<file path="src/rtl/dmem_pkg.sv">
// -----------------------------------------------------------------------------
// dmem_pkg
// Shared definitions for the data-memory arbiter: access-size encodings,
// sequencer state enum, byte-lane mask constants and lane helper functions.
// -----------------------------------------------------------------------------
package dmem_pkg;

  typedef logic [1:0] size_t;

  localparam size_t SZ_BYTE     = 2'b00;
  localparam size_t SZ_HALF     = 2'b01;
  localparam size_t SZ_WORD     = 2'b10;
  localparam size_t SZ_WORD_ALT = 2'b11;  // decoded exactly like SZ_WORD

  typedef enum logic [1:0] {
    ST_IDLE   = 2'b00,
    ST_ACCESS = 2'b01,
    ST_RESP   = 2'b10
  } state_t;

  localparam logic [3:0] MASK_NONE = 4'b0000;
  localparam logic [3:0] MASK_B0   = 4'b0001;
  localparam logic [3:0] MASK_H_LO = 4'b0011;
  localparam logic [3:0] MASK_H_HI = 4'b1100;
  localparam logic [3:0] MASK_WORD = 4'b1111;

  // Byte-lane mask for an access; low address bits below the access size are ignored.
  function automatic logic [3:0] lane_mask(input size_t size, input logic [1:0] lane);
    logic [3:0] m;
    case (size)
      SZ_BYTE: m = MASK_B0 << lane;
      SZ_HALF: m = lane[1] ? MASK_H_HI : MASK_H_LO;
      default: m = MASK_WORD;
    endcase
    return m;
  endfunction

  // True when the address is not naturally aligned for the access size.
  function automatic logic misaligned(input size_t size, input logic [1:0] lane);
    logic r;
    case (size)
      SZ_BYTE: r = 1'b0;
      SZ_HALF: r = lane[0];
      default: r = (lane != 2'b00);
    endcase
    return r;
  endfunction

endpackage

</file>
<file path="src/rtl/dmem_arbiter_if.sv">
// -----------------------------------------------------------------------------
// dmem_arbiter_if
// One requester port of the data-memory arbiter: request handshake plus the
// one-cycle response pulse.
//   valid/ready      request handshake (ready driven by arbiter)
//   we, adr, wdata   store flag, byte address, right-justified store data
//   size, is_unsigned access size and load extension mode
//   rsp_valid        one-cycle response pulse (no backpressure)
//   rsp_rdata        extended load data, 0 for stores
//   rsp_err          misaligned-access flag
// Modports: master = requester side, slave = arbiter side.
// -----------------------------------------------------------------------------
interface dmem_arbiter_if
  import dmem_pkg::*;
#(
  parameter int AW = 32,
  parameter int DW = 32
);
  logic          valid;
  logic          ready;
  logic          we;
  logic [AW-1:0] adr;
  logic [DW-1:0] wdata;
  size_t         size;
  logic          is_unsigned;
  logic          rsp_valid;
  logic [DW-1:0] rsp_rdata;
  logic          rsp_err;

  modport master (
    output valid, we, adr, wdata, size, is_unsigned,
    input  ready, rsp_valid, rsp_rdata, rsp_err
  );

  modport slave (
    input  valid, we, adr, wdata, size, is_unsigned,
    output ready, rsp_valid, rsp_rdata, rsp_err
  );
endinterface

</file>
<file path="src/rtl/dmem_lane_align.sv">
// -----------------------------------------------------------------------------
// dmem_lane_align
// Combinational byte-lane steering for a 4-lane, 32-bit memory.
//   st_size, st_lane, st_wdata -> st_data : right-justified store data moved
//                                           onto its byte lanes
//   ld_size, ld_lane, ld_unsigned, ld_word -> ld_data : lane extracted from
//                                           the memory word and extended
// Half accesses use lane[1] only; word accesses ignore the lane.
// -----------------------------------------------------------------------------
module dmem_lane_align
  import dmem_pkg::*;
(
  input  size_t       st_size,
  input  logic [1:0]  st_lane,
  input  logic [31:0] st_wdata,
  output logic [31:0] st_data,
  input  size_t       ld_size,
  input  logic [1:0]  ld_lane,
  input  logic        ld_unsigned,
  input  logic [31:0] ld_word,
  output logic [31:0] ld_data
);

  logic [7:0]  ld_byte_s;
  logic [15:0] ld_half_s;
  logic [31:0] ld_shift_s;

  // Store path: place the low byte/half of the store data on its lanes.
  always_comb begin
    st_data = 32'h0000_0000;
    case (st_size)
      SZ_BYTE: st_data = {24'h00_0000, st_wdata[7:0]} << {st_lane, 3'b000};
      SZ_HALF: st_data = st_lane[1] ? {st_wdata[15:0], 16'h0000}
                                    : {16'h0000, st_wdata[15:0]};
      default: st_data = st_wdata;
    endcase
  end

  // Load path: pull the addressed lane(s) down to bit 0 and extend.
  always_comb begin
    ld_shift_s = ld_word >> {ld_lane, 3'b000};
    ld_byte_s  = ld_shift_s[7:0];
    ld_half_s  = ld_lane[1] ? ld_word[31:16] : ld_word[15:0];
    ld_data    = 32'h0000_0000;
    case (ld_size)
      SZ_BYTE: ld_data = ld_unsigned ? {24'h00_0000, ld_byte_s}
                                     : {{24{ld_byte_s[7]}}, ld_byte_s};
      SZ_HALF: ld_data = ld_unsigned ? {16'h0000, ld_half_s}
                                     : {{16{ld_half_s[15]}}, ld_half_s};
      default: ld_data = ld_word;
    endcase
  end

endmodule

</file>
<file path="src/rtl/dmem_arbiter.sv">
// -----------------------------------------------------------------------------
// dmem_arbiter
// Two-requester round-robin arbiter/sequencer for the byte-lane data memory.
// Port 0 = core LSU, port 1 = DMA/debug. One request at a time:
// IDLE (handshake) -> ACCESS (strobe) -> RESP (response pulse) -> IDLE.
// Ports:
//   clk            system clock, posedge
//   rst            asynchronous active-low reset
//   req0, req1     requester interfaces (slave modport)
//   mrd, mwr       memory read/write strobes (ACCESS cycle only)
//   adr            word-aligned memory address
//   d_in           lane-positioned write data
//   data_out_mask  byte-lane mask
//   d_out          combinational memory read word
// Build option: DMEM_MISALIGN_TRAP_EN -- misaligned half/word accesses are
// not issued to memory and respond with rsp_err=1, rdata=0. Without it the
// address bits below the access size are ignored and rsp_err is always 0.
// -----------------------------------------------------------------------------
module dmem_arbiter
  import dmem_pkg::*;
#(
  parameter int AW = 32,
  parameter int DW = 32
)(
  input  logic          clk,
  input  logic          rst,
  dmem_arbiter_if.slave req0,
  dmem_arbiter_if.slave req1,
  output logic          mrd,
  output logic          mwr,
  output logic [AW-1:0] adr,
  output logic [DW-1:0] d_in,
  output logic [3:0]    data_out_mask,
  input  logic [DW-1:0] d_out
);

  state_t        state_r;
  logic          rr_r;       // port preferred on the next contended grant
  logic          port_r;
  logic          we_r;
  size_t         size_r;
  logic          uns_r;
  logic [1:0]    lane_r;
  logic          mis_r;
  logic          rsp0_valid_r, rsp1_valid_r;
  logic [DW-1:0] rsp0_rdata_r, rsp1_rdata_r;
  logic          rsp0_err_r,   rsp1_err_r;

  logic          grant_any_s;
  logic          grant_port_s;
  logic          sel_we_s;
  logic [AW-1:0] sel_adr_s;
  logic [DW-1:0] sel_wdata_s;
  size_t         sel_size_s;
  logic          sel_uns_s;
  logic          sel_mis_s;
  logic [DW-1:0] st_data_s;
  logic [DW-1:0] ld_data_s;
  logic [DW-1:0] rsp_data_s;

  // Grant decision: only in IDLE; contention resolved by the rr pointer.
  always_comb begin
    grant_any_s  = 1'b0;
    grant_port_s = 1'b0;
    if (state_r == ST_IDLE) begin
      if (req0.valid && req1.valid) begin
        grant_any_s  = 1'b1;
        grant_port_s = rr_r;
      end else if (req0.valid) begin
        grant_any_s  = 1'b1;
        grant_port_s = 1'b0;
      end else if (req1.valid) begin
        grant_any_s  = 1'b1;
        grant_port_s = 1'b1;
      end else begin
        grant_any_s  = 1'b0;
        grant_port_s = 1'b0;
      end
    end else begin
      grant_any_s  = 1'b0;
      grant_port_s = 1'b0;
    end
  end

  // ready is gated by rst so nothing can handshake while reset is held.
  assign req0.ready = rst && grant_any_s && !grant_port_s;
  assign req1.ready = rst && grant_any_s &&  grant_port_s;

  assign sel_we_s    = grant_port_s ? req1.we          : req0.we;
  assign sel_adr_s   = grant_port_s ? req1.adr         : req0.adr;
  assign sel_wdata_s = grant_port_s ? req1.wdata       : req0.wdata;
  assign sel_size_s  = grant_port_s ? req1.size        : req0.size;
  assign sel_uns_s   = grant_port_s ? req1.is_unsigned : req0.is_unsigned;

`ifdef DMEM_MISALIGN_TRAP_EN
  assign sel_mis_s = misaligned(sel_size_s, sel_adr_s[1:0]);
`else
  assign sel_mis_s = 1'b0;
`endif

  dmem_lane_align u_lane_align (
    .st_size     (sel_size_s),
    .st_lane     (sel_adr_s[1:0]),
    .st_wdata    (sel_wdata_s),
    .st_data     (st_data_s),
    .ld_size     (size_r),
    .ld_lane     (lane_r),
    .ld_unsigned (uns_r),
    .ld_word     (d_out),
    .ld_data     (ld_data_s)
  );

  // Stores and trapped accesses respond with zero data.
  assign rsp_data_s = (we_r || mis_r) ? {DW{1'b0}} : ld_data_s;

  assign req0.rsp_valid = rsp0_valid_r;
  assign req0.rsp_rdata = rsp0_rdata_r;
  assign req0.rsp_err   = rsp0_err_r;
  assign req1.rsp_valid = rsp1_valid_r;
  assign req1.rsp_rdata = rsp1_rdata_r;
  assign req1.rsp_err   = rsp1_err_r;

  // Sequencer: registers the granted request, drives strobes, emits response.
  always_ff @(posedge clk or negedge rst) begin
    if (!rst) begin
      state_r       <= ST_IDLE;
      rr_r          <= 1'b0;
      port_r        <= 1'b0;
      we_r          <= 1'b0;
      size_r        <= SZ_BYTE;
      uns_r         <= 1'b0;
      lane_r        <= 2'b00;
      mis_r         <= 1'b0;
      mrd           <= 1'b0;
      mwr           <= 1'b0;
      adr           <= {AW{1'b0}};
      d_in          <= {DW{1'b0}};
      data_out_mask <= MASK_NONE;
      rsp0_valid_r  <= 1'b0;
      rsp0_rdata_r  <= {DW{1'b0}};
      rsp0_err_r    <= 1'b0;
      rsp1_valid_r  <= 1'b0;
      rsp1_rdata_r  <= {DW{1'b0}};
      rsp1_err_r    <= 1'b0;
    end else begin
      case (state_r)
        ST_IDLE: begin
          if (grant_any_s) begin
            state_r       <= ST_ACCESS;
            // Every grant hands priority to the other port.
            rr_r          <= ~grant_port_s;
            port_r        <= grant_port_s;
            we_r          <= sel_we_s;
            size_r        <= sel_size_s;
            uns_r         <= sel_uns_s;
            lane_r        <= sel_adr_s[1:0];
            mis_r         <= sel_mis_s;
            adr           <= {sel_adr_s[AW-1:2], 2'b00};
            d_in          <= st_data_s;
            data_out_mask <= lane_mask(sel_size_s, sel_adr_s[1:0]);
            mrd           <= !sel_we_s && !sel_mis_s;
            mwr           <=  sel_we_s && !sel_mis_s;
          end else begin
            state_r <= ST_IDLE;
          end
        end
        ST_ACCESS: begin
          state_r <= ST_RESP;
          mrd     <= 1'b0;
          mwr     <= 1'b0;
          if (port_r) begin
            rsp1_valid_r <= 1'b1;
            rsp1_rdata_r <= rsp_data_s;
            rsp1_err_r   <= mis_r;
          end else begin
            rsp0_valid_r <= 1'b1;
            rsp0_rdata_r <= rsp_data_s;
            rsp0_err_r   <= mis_r;
          end
        end
        ST_RESP: begin
          state_r      <= ST_IDLE;
          rsp0_valid_r <= 1'b0;
          rsp0_rdata_r <= {DW{1'b0}};
          rsp0_err_r   <= 1'b0;
          rsp1_valid_r <= 1'b0;
          rsp1_rdata_r <= {DW{1'b0}};
          rsp1_err_r   <= 1'b0;
        end
        default: begin
          state_r      <= ST_IDLE;
          mrd          <= 1'b0;
          mwr          <= 1'b0;
          rsp0_valid_r <= 1'b0;
          rsp1_valid_r <= 1'b0;
        end
      endcase
    end
  end

endmodule

</file>
<file path="src/flat_wrapper.sv">
// flat-port wrapper written by rule: the top's interface ports become plain ports
module dmem_arbiter_flat import dmem_pkg::*;
#(
  parameter int AW = 32,
  parameter int DW = 32
)
  (clk, rst, mrd, mwr, adr, d_in, data_out_mask, d_out, req0_valid, req0_we, req0_adr, req0_wdata, req0_size, req0_is_unsigned, req0_ready, req0_rsp_valid, req0_rsp_rdata, req0_rsp_err, req1_valid, req1_we, req1_adr, req1_wdata, req1_size, req1_is_unsigned, req1_ready, req1_rsp_valid, req1_rsp_rdata, req1_rsp_err);
  dmem_arbiter_if #(.AW(AW), .DW(DW)) req0_i ();
  dmem_arbiter_if #(.AW(AW), .DW(DW)) req1_i ();
  input  logic clk;
  input  logic rst;
  output logic mrd;
  output logic mwr;
  output logic [AW-1:0] adr;
  output logic [DW-1:0] d_in;
  output logic [3:0] data_out_mask;
  input  logic [DW-1:0] d_out;
  input wire logic [$bits(req0_i.valid)-1:0] req0_valid;
  input wire logic [$bits(req0_i.we)-1:0] req0_we;
  input wire logic [$bits(req0_i.adr)-1:0] req0_adr;
  input wire logic [$bits(req0_i.wdata)-1:0] req0_wdata;
  input wire logic [$bits(req0_i.size)-1:0] req0_size;
  input wire logic [$bits(req0_i.is_unsigned)-1:0] req0_is_unsigned;
  output wire logic [$bits(req0_i.ready)-1:0] req0_ready;
  output wire logic [$bits(req0_i.rsp_valid)-1:0] req0_rsp_valid;
  output wire logic [$bits(req0_i.rsp_rdata)-1:0] req0_rsp_rdata;
  output wire logic [$bits(req0_i.rsp_err)-1:0] req0_rsp_err;
  input wire logic [$bits(req1_i.valid)-1:0] req1_valid;
  input wire logic [$bits(req1_i.we)-1:0] req1_we;
  input wire logic [$bits(req1_i.adr)-1:0] req1_adr;
  input wire logic [$bits(req1_i.wdata)-1:0] req1_wdata;
  input wire logic [$bits(req1_i.size)-1:0] req1_size;
  input wire logic [$bits(req1_i.is_unsigned)-1:0] req1_is_unsigned;
  output wire logic [$bits(req1_i.ready)-1:0] req1_ready;
  output wire logic [$bits(req1_i.rsp_valid)-1:0] req1_rsp_valid;
  output wire logic [$bits(req1_i.rsp_rdata)-1:0] req1_rsp_rdata;
  output wire logic [$bits(req1_i.rsp_err)-1:0] req1_rsp_err;
  assign req0_i.valid = req0_valid;
  assign req0_i.we = req0_we;
  assign req0_i.adr = req0_adr;
  assign req0_i.wdata = req0_wdata;
  assign req0_i.size = req0_size;
  assign req0_i.is_unsigned = req0_is_unsigned;
  assign req0_ready = req0_i.ready;
  assign req0_rsp_valid = req0_i.rsp_valid;
  assign req0_rsp_rdata = req0_i.rsp_rdata;
  assign req0_rsp_err = req0_i.rsp_err;
  assign req1_i.valid = req1_valid;
  assign req1_i.we = req1_we;
  assign req1_i.adr = req1_adr;
  assign req1_i.wdata = req1_wdata;
  assign req1_i.size = req1_size;
  assign req1_i.is_unsigned = req1_is_unsigned;
  assign req1_ready = req1_i.ready;
  assign req1_rsp_valid = req1_i.rsp_valid;
  assign req1_rsp_rdata = req1_i.rsp_rdata;
  assign req1_rsp_err = req1_i.rsp_err;
  dmem_arbiter #(.AW(AW), .DW(DW)) u_core (.clk(clk), .rst(rst), .req0(req0_i), .req1(req1_i), .mrd(mrd), .mwr(mwr), .adr(adr), .d_in(d_in), .data_out_mask(data_out_mask), .d_out(d_out));
endmodule
</file>
<file path="config.mk">
export PLATFORM = sky130hd
export DESIGN_NAME = dmem_arbiter_flat
export DESIGN_NICKNAME = d
export VERILOG_FILES = /design/src/rtl/dmem_pkg.sv /design/src/rtl/dmem_arbiter_if.sv /design/src/rtl/dmem_lane_align.sv /design/src/rtl/dmem_arbiter.sv /design/src/flat_wrapper.sv
export SDC_FILE = /design/constraint.sdc
export NUM_CORES = 1
export LEC_CHECK = 0
export ABC_CLOCK_PERIOD_IN_PS = 4900
export CAP_MARGIN = 20
export CORE_MARGIN = 3
export CORE_UTILIZATION = 46
export CTS_CLUSTER_DIAMETER = 40
export CTS_CLUSTER_SIZE = 16
export DETAILED_ROUTE_END_ITERATION = 12
export HOLD_SLACK_MARGIN = 0.06
export PLACE_DENSITY = 0.87
export SLEW_MARGIN = 40
export SYNTH_ARGS = -nofsm -noshare
export SYNTH_HDL_FRONTEND = slang
export SYNTH_HIERARCHICAL = 1
export SYNTH_SLANG_ARGS = --single-unit
</file>
<file path="constraint.sdc">
create_clock -name clk -period 4.9 [get_ports clk]
set_clock_uncertainty 0.15 [all_clocks]
set_input_delay 0.98 -clock clk [delete_from_list [all_inputs] [get_ports clk]]
set_output_delay 0.98 -clock clk [all_outputs]
set_load 0.01 [all_outputs]
</file>
==> results of run 1 <==
routing by layer:
layer	track usage	vias to the layer above	part of all wire
met4	0.1479	0	0.046
met2	0.4686	465	0.48
li1	-	3020	-
met5	0	-	0
met1	0.3568	3283	0.37
met3	0.08309	75	0.10
critical path: cells and delay by family:
| kind | cells | cell delay [ns] |
|---|---|---|
| buffers and inverters | 2 | 1.02 |
| AND/OR/NAND/NOR | 3 | 0.67 |
cell type report:
cell class              instances  area share
clock inverters                13     0.01490
multi-input cells             442      0.2850
inverters                      39     0.01351
flip-flops and latches        144      0.3327
diodes                          3   0.0006929
repair buffers                317      0.2910
clock buffers                  19     0.04088
well taps                     184     0.02125
flip-flops by register name (all words and copies together) (netlist names):
register	count
u_core/d_in	32
u_core/req0.rsp_rdata	32
u_core/req1.rsp_rdata	32
u_core/adr	30
u_core/data_out_mask	4
u_core/lane_r	2
u_core/size_r	2
u_core/state_r	2
u_core/mrd	1
u_core/mwr	1
u_core/port_r	1
u_core/req0.rsp_valid	1
u_core/req1.rsp_valid	1
u_core/rr_r	1
u_core/uns_r	1
u_core/we_r	1
final timing paths:
| check | cells past startpoint | startpoint | endpoint | slack, ns |
|---|---|---|---|---|
| max in group asynchronous | 2 | rst | u_core/lane_r[1] | 3.02 |
| hold reg to reg | 2 | u_core/adr[31] | u_core/adr[31] | 0.33 |
| hold / removal | 2 | u_core/adr[31] | u_core/adr[31] | 0.33 |
| setup / recovery | 5 | req0_valid | req1_ready | 1.09 |
| setup reg to reg | 8 | u_core/state_r[0] | u_core/d_in[20] | 1.67 |
| min in group asynchronous | 1 | rst | u_core/adr[24] | 0.43 |
through the flow:
step	instances	area [um2]
finish	1161	10830
global route	1161	10830
CTS	1158	10830
detailed placement	1126	10220
global placement	1126	10210
floorplan	681	7076
cell usage in the layout (no fill, tap or decap), types with 3 or more instances in the layout:
cell	synthesis	final
o21ai_0	39	39
conb_1	1	4
diode_2	0	3
o22a_1	7	7
a22oi_1	8	8
mux2i_1	25	25
a21o_1	3	3
dfrtp_1	144	143
inv_1	38	38
bufinv_16	0	3
buf_4	6	9
clkbuf_16	0	17
a21oi_1	8	6
mux2_2	38	38
and2_1	10	10
nand2_1	133	133
a221o_1	8	8
nand2b_1	3	3
a31oi_1	4	4
nor2_1	13	13
clkinvlp_4	0	4
a222oi_1	29	29
nor2b_1	12	11
a22o_1	81	81
clkinv_2	0	3
clkdlybuf4s50_1	0	306
cell families (layout without fill, tap and decap cells):
group,after synthesis,count (layout)
simple gates,178,178
other cells,1,7
buf+inv,95,388
flops,144,144
mux,65,65
compound gates,195,195
where the power goes:
part           switching, mW  internal, mW
registers              0.383          1.65
clock network          0.514         0.814
logic                   1.65          1.60
==> metrics.cfg, run 1 <==
[status]
status = finished, final reports clean

[setup_path]
slowest_delay_ns = 0.53
end_kind = output port
cp.required_ns = 3.77
critPathMostFrequentCell = clkdlybuf4s50_1
worst_setup_path_start_kind = input port
slowest_stage = clkdlybuf4s50_1
worstPathCellList = clkdlybuf4s50_1 > nand2b_1 > and3_4 > and2_1 > clkdlybuf4s50_1
arrival_ns = 2.68
crit_fanout = 20
crit_type = in2out

[power_and_ir_drop]
p_leak_nw = 4.868
p_total_mw = 6.604
powerDensity_nw_per_um2 = 609.5
peakVddDrop_mv = 0.2879

[clocking]
clockBufferDepth = 2
htreeDepth = 4
cts_sinks = 144
cts_inserted_buffers = 17
insertion_delay_ns = 0.42
holdBufCountCts = 0
clkSlewWorstSetupHoldPaths_ns = 0.06
postCtsSetupBuffers = 0
cts_resized = 0
cts_tree = yes
clockRootBuffer = clkbuf_16

[yosys]
synthSimpleGateAreaFrac = 0.1103
synthAdderAreaFrac = 0
synth_compound_area_frac = 0.2186
synthDistinctLibCells = 41
synth-seq-area-share = 0.5101
yosysMostFrequentCell = dfrtp_1
synth_top_area_cell = dfrtp_1
synthTopCellsByCount = dfrtp_1 (144), nand2_1 (133), a22o_1 (81)
synth_edf_count = 0
synth_cells = 678
synth_mux_area_frac = 0.1013
yosys-top-cells-area = dfrtp_1 (51%), a22o_1 (10%), nand2_1 (7.1%)
synth_top_area_frac = 0.5101
ys_ff_latch = 144
async_flop_share = 1.000
synth_xor_area_frac = 0
syn_area_per_cell_um2 = 10.42
synth_top_family_by_area = compound AO/OA/AOI/OAI gates
syn-cell-area_um2 = 7064
yosys_warnings = 6
synthFlopType = dfrtp_1

[global_routing]
grt_pass1_vias = 6751
grt_use_total = 0.2903
antenna_found_initial = 3
grt.overflow.total = 0
grt_max_degree = 79
grt_pass1_wl_um = 37240

[routing]
viasPerCell = 5.894
first_iter_violations = 616
drc = 0
wl_per_cell_um = 21.55
wirelength_um = 25020
route.vias.total = 6843
firstDrtPassIters = 8
ant_nets = 0

[timing]
relSlewSlack = 0.4508
finalHoldViolCount = 0
drv_slew = 0
rsz0062_at_grt = false
max_freq_mhz = 262.8
worst_pin_slew_ns = 0.8220
timing.final.ws_setup_ns = 1.095
hold_ws_ns = 0.3284
period_needed_ns = 3.805
setup_viol = 0
tns_ns = 0
timing.final.crit_share = 0.7766

[die]
dieArea_um2 = 16880
core_area_um2 = 14750
row_count = 44
die_x_um = 129.9
ios = 312
start_util = 0.4788
die_h_um = 129.9

[final_layout]
nets = 1133
layout-drive-gt1-share = 0.09548
utilization = 0.7343
multi_input_area_um2 = 3088
area_growth_pct = 53.36
layout.area.seq_um2 = 3605
nFillCells = 1019

[placed_design]
io_buffers = 307
post-place-ws_ns = 0.9611
place.gp.congestion = 0.8695
dp_hpwl_um = 17770

[hold_path]
hp-class = reg2reg

[job]
cap_viol_max_count = 0

Power figures use the tool's default switching activity.
==> inputs of run 2 (changes only) <==
ABC_CLOCK_PERIOD_IN_PS = 3850   (was 4900)
CORE_UTILIZATION = 43   (was 46)
PLACE_DENSITY = 0.82   (was 0.87)
clock period = 3.85 ns   (was 4.9 ns; I/O delays follow)
==> run 2 against run 1 <==
Wire length shrank 1.2%. Critical path depth is the same. First-iteration DRC count grew 6.7%. Clock-buffer cell count is the same. Non-clock buffer count grew 7. Largest power group unchanged.
==> metrics.cfg, run 2 (synthesis results as in run 1) <==
[placed_design]
post-place-ws_ns = 0.3202  ; was 0.9611 ns
io_buffers = 307  ; unchanged
dp_hpwl_um = 17900  ; was 17770 um
place.gp.congestion = 0.8948  ; was 0.8695
dp.cells = 1164  ; was 1126

[routing]
wl_per_cell_um = 20.63  ; was 21.55 um
route.vias.total = 6760  ; was 6843
drc = 0  ; unchanged
firstDrtPassIters = 8  ; unchanged
first_iter_violations = 657  ; was 616
viasPerCell = 5.643  ; was 5.894
ant_nets = 0  ; unchanged
wirelength_um = 24720  ; was 25020 um

[timing]
timing.final.crit_share = 0.8823
hold_ws_ns = 0.3247  ; was 0.3284 ns
max_freq_mhz = 294.4
timing.final.ws_setup_ns = 0.4532  ; was 1.095 ns
tns_ns = 0  ; unchanged
rsz0062_at_grt = false  ; unchanged
period_needed_ns = 3.397
worst_pin_slew_ns = 0.7474  ; was 0.8220 ns
finalHoldViolCount = 0  ; unchanged
relSlewSlack = 0.5007  ; was 0.4508
setup_viol = 0  ; unchanged
drv_slew = 0  ; unchanged

[die]
start_util = 0.4415  ; was 0.4788
dieArea_um2 = 18000  ; was 16880 um2
die_x_um = 134.2  ; was 129.9 um
core_area_um2 = 16000  ; was 14750 um2
die_h_um = 134.2  ; was 129.9 um
ios = 312  ; unchanged
row_count = 46  ; was 44

[power_and_ir_drop]
peakVddDrop_mv = 0.3327  ; was 0.2879 mV
swShare = 0.3805  ; was 0.3855
p_comb_frac = 0.496  ; was 0.492
seqPwrFrac = 0.300  ; was 0.307
netSwitchingPower_mw = 3.229  ; was 2.546 mW
clkPwrFrac = 0.205  ; was 0.201
powerDensity_nw_per_um2 = 774.2  ; was 609.5 nW/um2
p_leak_nw = 4.906  ; was 4.868 nW
p_int_mw = 5.256  ; was 4.058 mW

[hold_path]
holdPathEnd = u_core/d_in[25]  ; was u_core/adr[31]
holdPathStages = 2  ; unchanged
hp-class = reg2reg  ; unchanged
min_from = u_core/d_in[25]  ; was u_core/adr[31]

[clocking]
postCtsSetupBuffers = 0  ; unchanged
holdBufCountCts = 1  ; was 0
cts_inserted_buffers = 17  ; unchanged
insertion_delay_ns = 0.42  ; about the same
cts_tree = yes  ; unchanged
htreeDepth = 4  ; unchanged
cts_resized = 0  ; unchanged
cts_sinks = 144  ; unchanged
clockRootBuffer = clkbuf_16  ; unchanged
clockBufferDepth = 2  ; unchanged
clkSlewWorstSetupHoldPaths_ns = 0.06  ; about the same

[final_layout]
area_growth_pct = 55.14  ; was 53.36%
final_cell_mix = clkdlybuf4s50_1 (306), dfrtp_1 (144), nand2_1 (133), a22o_1 (81), o21ai_0 (39)  ; was clkdlybuf4s50_1 (306), dfrtp_1 (143), nand2_1 (133), a22o_1 (81), o21ai_0 (39)
fin_cells = 1198  ; was 1161
layout-drive-gt1-share = 0.09888  ; was 0.09548
utilization = 0.6849  ; was 0.7343
final_common_cell = clkdlybuf4s50_1  ; unchanged
nets = 1140  ; was 1133

[global_routing]
grt_use_total = 0.2686  ; was 0.2903
grt-busiest-layer = met2  ; unchanged
antenna_found_initial = 1  ; was 3
grt.overflow.total = 0  ; unchanged
grt_max_degree = 72  ; was 79
grt_util_met2 = 0.4436  ; was 0.4686
grt_util_met1 = 0.3359  ; was 0.3568
grt_pass1_vias = 6785  ; was 6751
grt_pass1_wl_um = 37720  ; was 37240 um
use_met3 = 0.07239  ; was 0.08309

[setup_path]
crit_fanout = 20  ; unchanged
r2r.worst_path.cells = 8  ; unchanged
cp.required_ns = 2.93  ; was 3.77 ns
r2r_slack_ns = 0.87  ; was 1.67 ns
crit_type = in2out  ; unchanged
worst_setup_path_start_kind = input port  ; unchanged
worstSetupStartpoint = req0_valid  ; unchanged
r2r_end = u_core/d_in[9]  ; was u_core/d_in[20]
arrival_ns = 2.48  ; was 2.68 ns
r2r-start = u_core/state_r[0]  ; unchanged
end_kind = output port  ; unchanged

[status]
status = finished, final reports clean  ; unchanged

[job]
cap_viol_max_count = 0  ; unchanged

[run 2: cell types whose count changed in the layout (fill, tap and decap cells not counted), moves of 2 or more]
| cell | previous run | this run |
|---|---|---|
| diode_2 | 3 | 1 |
| buf_4 | 9 | 14 |
| clkinvlp_4 | 4 | 6 |
| clkinv_2 | 3 | 1 |
[run 2: through the flow]
step | power, mW | cell area (um2)
floorplan | 4.776 | 7076
global placement | 6.620 | 10310
detailed placement | 6.708 | 10320
CTS | 8.484 | 10950
global route | 8.934 | 10960
finish | 8.484 | 10960
[run 2: how the worst max path moves through the flow]
| stage | to | depth (start not counted) |
|---|---|---|
| after floorplan | u_core/d_in[16] | 11 |
| after global placement | u_core/d_in[29] | 10 |
| after detailed placement | u_core/d_in[28] | 9 |
| after CTS | req1_ready | 5 |
| after global routing | req1_ready | 4 |
| final | req1_ready | 5 |
[run 2: area by class of cell]
cell class	count	area (um2)
Clock buffer	19	432.9
Sequential cell	144	3603
Tap cell	216	270.3
Fill cell	1241	5041
Inverter	39	146.4
Antenna cell	1	2.502
Clock inverter	13	187.7
Timing Repair Buffer	324	3221
Multi-Input combinational cell	442	3095
[run 2: critical path, stage by stage]
cell and delay, ns:
clkdlybuf4s50_1 0.50, nand2b_1 0.14, and3_4 0.37, and2_1 0.17, clkdlybuf4s50_1 0.53
[run 2: power groups by stage]
stage               clock network [mW]  logic [mW]  registers [mW]
floorplan                            0        2.11            2.67
global placement                     0        4.08            2.54
detailed placement                   0        4.17            2.54
CTS                               1.76        4.18            2.54
global route                      1.84        4.49            2.61
finish                            1.74        4.20            2.54
[run 2: metal layers]
| layer | share of wire | vias up |
|---|---|---|
| met3 | 0.093 | 56 |
| met1 | 0.39 | 3275 |
| li1 | - | 3036 |
| met4 | 0.030 | 0 |
| met5 | 0 | - |
| met2 | 0.49 | 393 |
